===== src/rtl/ws_slave_ch_pkg.sv =====
// Shared types for the slave-channel recorder: FSM state encoding used by the
// recorder and visible on its debug port.
package ws_slave_ch_pkg;

  typedef enum logic [1:0] {
    ST_IDLE  = 2'd0,
    ST_ARMED = 2'd1,
    ST_DRAIN = 2'd2
  } ws_state_e;

endpackage


===== src/rtl/ws_slave_ch_edge_det.sv =====
// Input synchronizer, antibounce delay line and registered edge/polarity strobe.
// Latency from ch to o_edge is Na+3 clocks, matching the trigger channel.
module ws_slave_ch_edge_det #(
  parameter int Na = 5
) (
  input  logic clk,
  input  logic rst_n,
  input  logic i_ch,
  output logic o_edge,
  output logic o_pol
);

  logic          r_ch_sync;
  logic [Na-1:0] r_dl;
  logic          r_s_ch;
  logic          r_ss_ch;
  logic          r_edge;
  logic          r_pol;
  logic          w_stable;

  assign w_stable = (r_dl == '0) || (r_dl == '1);

  // s_ch only follows the line once the whole delay line agrees, so any
  // s_ch/ss_ch difference is already a debounced edge.
  always_ff @(posedge clk or negedge rst_n) begin
    if (!rst_n) begin
      r_ch_sync <= 1'b0;
      r_dl      <= '0;
      r_s_ch    <= 1'b0;
      r_ss_ch   <= 1'b0;
      r_edge    <= 1'b0;
      r_pol     <= 1'b0;
    end else begin
      r_ch_sync <= i_ch;
      r_dl      <= {r_dl[Na-2:0], r_ch_sync};
      if (w_stable) begin
        r_s_ch <= r_dl[Na-1];
      end
      r_ss_ch <= r_s_ch;
      r_edge  <= (r_s_ch != r_ss_ch);
      r_pol   <= r_s_ch;
    end
  end

  assign o_edge = r_edge;
  assign o_pol  = r_pol;

endmodule


===== src/rtl/ws_slave_ch.sv =====
// Slave-channel recorder: stores timestamped edges of ch inside each trigger
// window and drains a header word plus one word per edge over valid/ready.
module ws_slave_ch
  import ws_slave_ch_pkg::*;
#(
  parameter int Nm = 16,
  parameter int Nc = 32,
  parameter int Na = 5,
  parameter int Nb = 3
) (
  input  logic          clk,
  input  logic          rst_n,
  input  logic          ch,
  input  logic          st_start,
  input  logic          st_rdy,
  input  logic [Nm-1:0] m_cnt,
  input  logic [Nc-1:0] p_cnt,
  output logic          out_valid,
  input  logic          out_ready,
  output logic          out_hdr,
  output logic [Nc-1:0] out_data,
  output logic [Nb:0]   out_cnt,
  output logic          out_ovf,
  output logic          st_miss,
  output ws_state_e     dbg_state
);

  // Stream handshake: a word transfers on a clock edge where out_valid and
  // out_ready are both high; out_valid never drops and the word never changes
  // while waiting for out_ready.

  localparam int          DEPTH   = 1 << Nb;
  localparam logic [Nb:0] CNT_ONE = (Nb+1)'(1);

  ws_state_e     r_state;
  logic [Nm:0]   r_buf [DEPTH];
  logic [Nb:0]   r_cnt;
  logic [Nb:0]   r_rd;
  logic          r_ovf;
  logic [Nc-1:0] r_p_lat;
  logic          r_out_valid;
  logic          r_out_hdr;
  logic [Nc-1:0] r_out_data;
  logic [Nb:0]   r_out_cnt;
  logic          r_out_ovf;
  logic          r_st_miss;

  logic          w_edge;
  logic          w_pol;
  logic          w_armed_edge;
  logic          w_full;
  logic          w_store;
  logic [Nb:0]   w_cnt_nxt;
  logic          w_ovf_nxt;
  logic          w_hs;
  logic          w_last;

  ws_slave_ch_edge_det #(.Na(Na)) u_edge_det (
    .clk    (clk),
    .rst_n  (rst_n),
    .i_ch   (ch),
    .o_edge (w_edge),
    .o_pol  (w_pol)
  );

  // The count doubles as the write pointer; its MSB marks a full buffer.
  assign w_armed_edge = (r_state == ST_ARMED) && !st_start && w_edge;
  assign w_full       = r_cnt[Nb];
  assign w_store      = w_armed_edge && !w_full;
  assign w_cnt_nxt    = w_store ? (r_cnt + CNT_ONE) : r_cnt;
  assign w_ovf_nxt    = r_ovf | (w_armed_edge & w_full);
  assign w_hs         = r_out_valid & out_ready;
  assign w_last       = (r_rd == r_cnt);

  always_ff @(posedge clk or negedge rst_n) begin
    if (!rst_n) begin
      r_state     <= ST_IDLE;
      for (int i = 0; i < DEPTH; i++) begin
        r_buf[i] <= '0;
      end
      r_cnt       <= '0;
      r_rd        <= '0;
      r_ovf       <= 1'b0;
      r_p_lat     <= '0;
      r_out_valid <= 1'b0;
      r_out_hdr   <= 1'b0;
      r_out_data  <= '0;
      r_out_cnt   <= '0;
      r_out_ovf   <= 1'b0;
      r_st_miss   <= 1'b0;
    end else begin
      r_st_miss <= 1'b0;
      case (r_state)
        ST_IDLE: begin
          if (st_start) begin
            r_state <= ST_ARMED;
            r_p_lat <= p_cnt;
            r_cnt   <= '0;
            r_ovf   <= 1'b0;
          end
        end
        ST_ARMED: begin
          if (st_start) begin
            r_p_lat <= p_cnt;
            r_cnt   <= '0;
            r_ovf   <= 1'b0;
          end else begin
            if (w_store) begin
              r_buf[r_cnt[Nb-1:0]] <= {w_pol, m_cnt};
            end
            r_cnt <= w_cnt_nxt;
            r_ovf <= w_ovf_nxt;
            // Header uses the next count so a same-cycle edge is reported.
            if (st_rdy) begin
              r_state     <= ST_DRAIN;
              r_rd        <= '0;
              r_out_valid <= 1'b1;
              r_out_hdr   <= 1'b1;
              r_out_data  <= r_p_lat;
              r_out_cnt   <= w_cnt_nxt;
              r_out_ovf   <= w_ovf_nxt;
            end
          end
        end
        ST_DRAIN: begin
          if (st_start) begin
            r_st_miss <= 1'b1;
          end
          if (w_hs) begin
            if (w_last) begin
              r_state     <= ST_IDLE;
              r_out_valid <= 1'b0;
              r_out_hdr   <= 1'b0;
              r_out_data  <= '0;
              r_out_cnt   <= '0;
              r_out_ovf   <= 1'b0;
            end else begin
              r_out_hdr  <= 1'b0;
              r_out_cnt  <= '0;
              r_out_ovf  <= 1'b0;
              r_out_data <= Nc'(r_buf[r_rd[Nb-1:0]]);
              r_rd       <= r_rd + CNT_ONE;
            end
          end
        end
        default: begin
          r_state <= ST_IDLE;
        end
      endcase
    end
  end

  assign out_valid = r_out_valid;
  assign out_hdr   = r_out_hdr;
  assign out_data  = r_out_data;
  assign out_cnt   = r_out_cnt;
  assign out_ovf   = r_out_ovf;
  assign st_miss   = r_st_miss;
  assign dbg_state = r_state;

endmodule


===== config.mk =====
export PLATFORM = sky130hd
export DESIGN_NAME = ws_slave_ch
export DESIGN_NICKNAME = d
export VERILOG_FILES = /design/src/rtl/ws_slave_ch_pkg.sv /design/src/rtl/ws_slave_ch_edge_det.sv /design/src/rtl/ws_slave_ch.sv
export SDC_FILE = /design/constraint.sdc
export NUM_CORES = 1
export LEC_CHECK = 0
export BUFFER_PORTS_ARGS = -buffer_cell sky130_fd_sc_hd__buf_4
export CAP_MARGIN = 30
export CORE_AREA = 2 2 160 162
export DETAILED_ROUTE_END_ITERATION = 8
export DIE_AREA = 0 0 162 164
export MAX_ROUTING_LAYER = met4
export PLACE_DENSITY = 0.61
export SLEW_MARGIN = 20
export SYNTH_ARGS = -nofsm -noshare
export SYNTH_HDL_FRONTEND = slang
export SYNTH_HIERARCHICAL = 1
export SYNTH_SLANG_ARGS = --single-unit

===== constraint.sdc =====
create_clock -name clk -period 6.2 [get_ports clk]
set_input_delay 0.62 -clock clk [delete_from_list [all_inputs] [get_ports clk]]
set_output_delay 0.62 -clock clk [all_outputs]
set_load 0.05 [all_outputs]

==> run summary <==
SETUP PATH
-------------------------------------------------------------------------------------
Largest delay contributor family on the critical path                    simple AND/OR/NAND/NOR gates
Critical path class                                                           reg2reg
Required @ worst endpoint                                                     6.58 ns
Worst path max stage delay                                                    0.57 ns
Arrival time of the worst setup path                                          2.93 ns
Critical Path, Cell by Cell                                              nor2b_1, nand3b_4, nor2_2, buf_4, mux2_2
Category of the worst setup path capture point                                   flop
CP max FO                                                                           9
Highest-delay cell along the critical path                               sky130_fd_sc_hd__nor2_2
Worst path bufs/invs                                                                1
Startpoint class of the critical path                                            flop

FINISH
-------------------------------------------------------------------------------------
Synthesis-to-layout area growth                                                 18.7%
Area used by multi-input combinational logic                                 3860 um2
Fillers                                                                         2,176
Post-route core utilization                                                     0.467
Seq. cell area                                                               5710 um2
ANT cells                                                                           0
Share of post-route cells with drive strength above 1                           0.478
Commonest cells after routing, fill and taps aside                       227 x sky130_fd_sc_hd__dfrtp_1, 167 x sky130_fd_sc_hd__mux2_2, 102 x sky130_fd_sc_hd__buf_4
Final nets                                                                        786
Area of all placed cells without fillers                                   11,600 um2
Most frequent standard cell in the layout excluding fill and tap cells   sky130_fd_sc_hd__dfrtp_1

ROUTE
-------------------------------------------------------------------------------------
Routed vias                                                                     5,628
Drt pass-1 iters                                                                    4
Average vias per placed instance                                                 5.25
Routed wire length                                                            20.6 mm
Remaining number of nets flagged by the antenna check after routing                 0
Number of DRC violations after detailed-routing iteration 0                       299
Drt drc                                                                             0
Detail-routed net length per standard cell                                    19.3 um

GLOBAL ROUTE
-------------------------------------------------------------------------------------
Number of global-route vias before repair                                       6,290
Total congestion overflow                                                           0
First-pass GRT wire length                                                    33.5 mm
Number of antenna violations at the first check in global routing                   0
Total global-route track usage                                                  0.162
Pin count of the biggest net entering global routing                               81

PLACE
-------------------------------------------------------------------------------------
HPWL reported at the end of detailed placement                                13.2 mm
Placement-stage worst setup slack                                             3.54 ns
Port bufs                                                                          95
Placed Instance Area                                                       10,800 um2
Placer Congestion                                                               0.748

TIMING
-------------------------------------------------------------------------------------
Max Clk Rate                                                                0.392 GHz
Least setup slack across all paths after layout                               3.65 ns
Unrepaired setup endpoints after global routing                                 false
Worst slew margin relative to its limit                                         0.472
Sum of negative setup slack                                                      0 ns
Worst Max-Slew Pin Slew                                                      0.792 ns
Skew final                                                                 0.00689 ns
Setup violators final                                                               0
Final min period                                                              2.55 ns
Fin. Hold Viols                                                                     0
Slew Viols, Final                                                                   0
Share of the cycle needed by the critical path after routing                    0.412

SYNTH
-------------------------------------------------------------------------------------
Number of unique standard cell types used by synthesis                             39
Syn Std Cell Area                                                            9770 um2
Synthesized Nets                                                                  689
Proportion of synthesized chip area in sequential cells                         0.584
Register bit count reported by yosys                                              228
Synth Warn #                                                                        6
Number of cells produced by synthesis                                             633
Post-Synthesis Mean Instance Area                                            15.4 um2

FLOORPLAN
-------------------------------------------------------------------------------------
FP Rows                                                                            58
Initial core utilization                                                        0.394
Die width                                                                      162 um
Number of top-level pins                                                           96
Die ar.                                                                    26,600 um2
Core area                                                                  24,800 um2
Chip Height                                                                    164 um

PWR
-------------------------------------------------------------------------------------
Total power density per cell area                                          393 nW/um2
Peak supply drop                                                           0.000227 V
Leakage                                                                    0.00550 uW

CLOCKING
-------------------------------------------------------------------------------------
Maximum count of clock buffers along a single path                                  3
CTS tree                                                                        built
Post-CTS Resized                                                                    0
H-tree lvl count                                                                    1
Hold Buf Count CTS                                                                  0
Number of buffers created by CTS                                                   25
Number of buffers inserted to repair setup after CTS                                0
Clock tree root buffer cell                                              sky130_fd_sc_hd__clkbuf_16
Clock-pin slew of the registers on the worst-case setup and hold paths        0.06 ns
Insertion delay of the later-clocked pin in the worst-skew pair               0.50 ns
Number of clock sinks                                                             228

HOLD PATH
-------------------------------------------------------------------------------------
Class of the most critical hold timing path                                  in2async

RUN
-------------------------------------------------------------------------------------
Number of max-cap violations                                                        0

STATUS
-------------------------------------------------------------------------------------
Result of the run                                                        complete, no violations

-- cells by family after synthesis --
logic type	Yosys count	share of synthesized area
muxes	225	0.295
xor gates and xnor gates	7	0.00627
buffers and inverters	40	0.0219
DFF	228	0.584
and+or+nand+nor	64	0.0437
AOI/OAI and AO/OA	67	0.0465
adders and majority gates	2	0.00256
-- flip-flops by register name, indices dropped and copies added, names as in the netlist --
name and count:
out_valid 1, r_buf 136, u_edge_det/r_dl 5, st_miss 1, out_hdr 1, u_edge_det/r_ss_ch 1, r_rd 4, out_cnt 4
out_data 32, r_p_lat 32, u_edge_det/r_ch_sync 1, u_edge_det/o_edge 1, out_ovf 1, dbg_state 2, r_ovf 1, u_edge_det/r_s_ch 1
r_cnt 4
-- per-stage QoR --
stage / hold slack (ns) / total power [uW] / instances
floorplan: 0.324 / 2810 / 633
CTS: 0.0777 / 4600 / 1070
detailed placement: 0.337 / 3250 / 1031
global route: 0.103 / 4780 / 1072
global placement: 0.336 / 3210 / 1029
finish: 0.0620 / 4560 / 1072
-- cell usage after synthesis, drive strengths merged --
cell	count	area share
nor3	1	0.0017
nand4bb	1	0.0012
and2	3	0.0019
mux4	34	0.078
and3b	1	0.00090
and3	2	0.0013
nand3	6	0.0044
a41oi	1	0.00090
buf	21	0.015
nand2	25	0.0099
o41ai	1	0.0017
a21oi	4	0.0020
dfrtp	228	0.58
mux2i	23	0.024
ha	2	0.0026
xnor2	4	0.0036
o21ai	27	0.014
nor2	8	0.0033
a31oi	1	0.00064
nand4	1	0.00064
nand3b	3	0.0061
nor2b	5	0.0032
clkbuf	17	0.0065
a22oi	17	0.013
xor2	3	0.0027
nand2b	4	0.0026
a22o	16	0.014
inv	2	0.00077
nor3b	3	0.0058
nand4b	1	0.00090
mux2	168	0.19
-- metal layers --
| layer | share of wire | up-vias | GRT usage |
|---|---|---|---|
| met5 | 0 | - | - |
| met4 | 0.014 | 0 | 0.0358 |
| met3 | 0.046 | 18 | 0.0250 |
| met2 | 0.50 | 117 | 0.281 |
| met1 | 0.44 | 2965 | 0.203 |
| li1 | - | 2528 | - |
-- power by group --
group	internal, uW	switching (uW)	leakage [uW]	total [uW]
clock	790	548	0.000363	1340
sequential	1760	159	0.00299	1910
combinational	525	778	0.00214	1300
total	3070	1490	0.00550	4560
-- worst paths after layout --
path                       cells after the start  slack (ns)                 start              endpoint
min                                            1        0.06                 rst_n           r_p_lat[10]
max in group asynchronous                      2        4.99                 rst_n             r_buf[21]
min in group clk                               1        0.23                    ch  u_edge_det/r_ch_sync
max reg2reg                                    5        3.65              r_cnt[3]             r_buf[24]
min reg2reg                                    0        0.35  u_edge_det/r_ch_sync    u_edge_det/r_dl[0]
max                                            5        3.65              r_cnt[3]             r_buf[24]
-- cell type report --
| type | count | share of cell area |
|---|---|---|
| Multi-Input combinational cell | 365 | 0.333 |
| Clock buffer | 36 | 0.0618 |
| Tap cell | 330 | 0.0356 |
| Sequential cell | 228 | 0.492 |
| Inverter | 2 | 0.000647 |
| Timing Repair Buffer | 108 | 0.0756 |
| Clock inverter | 3 | 0.00129 |
No activity file was read; power rests on OpenSTA's default activity.
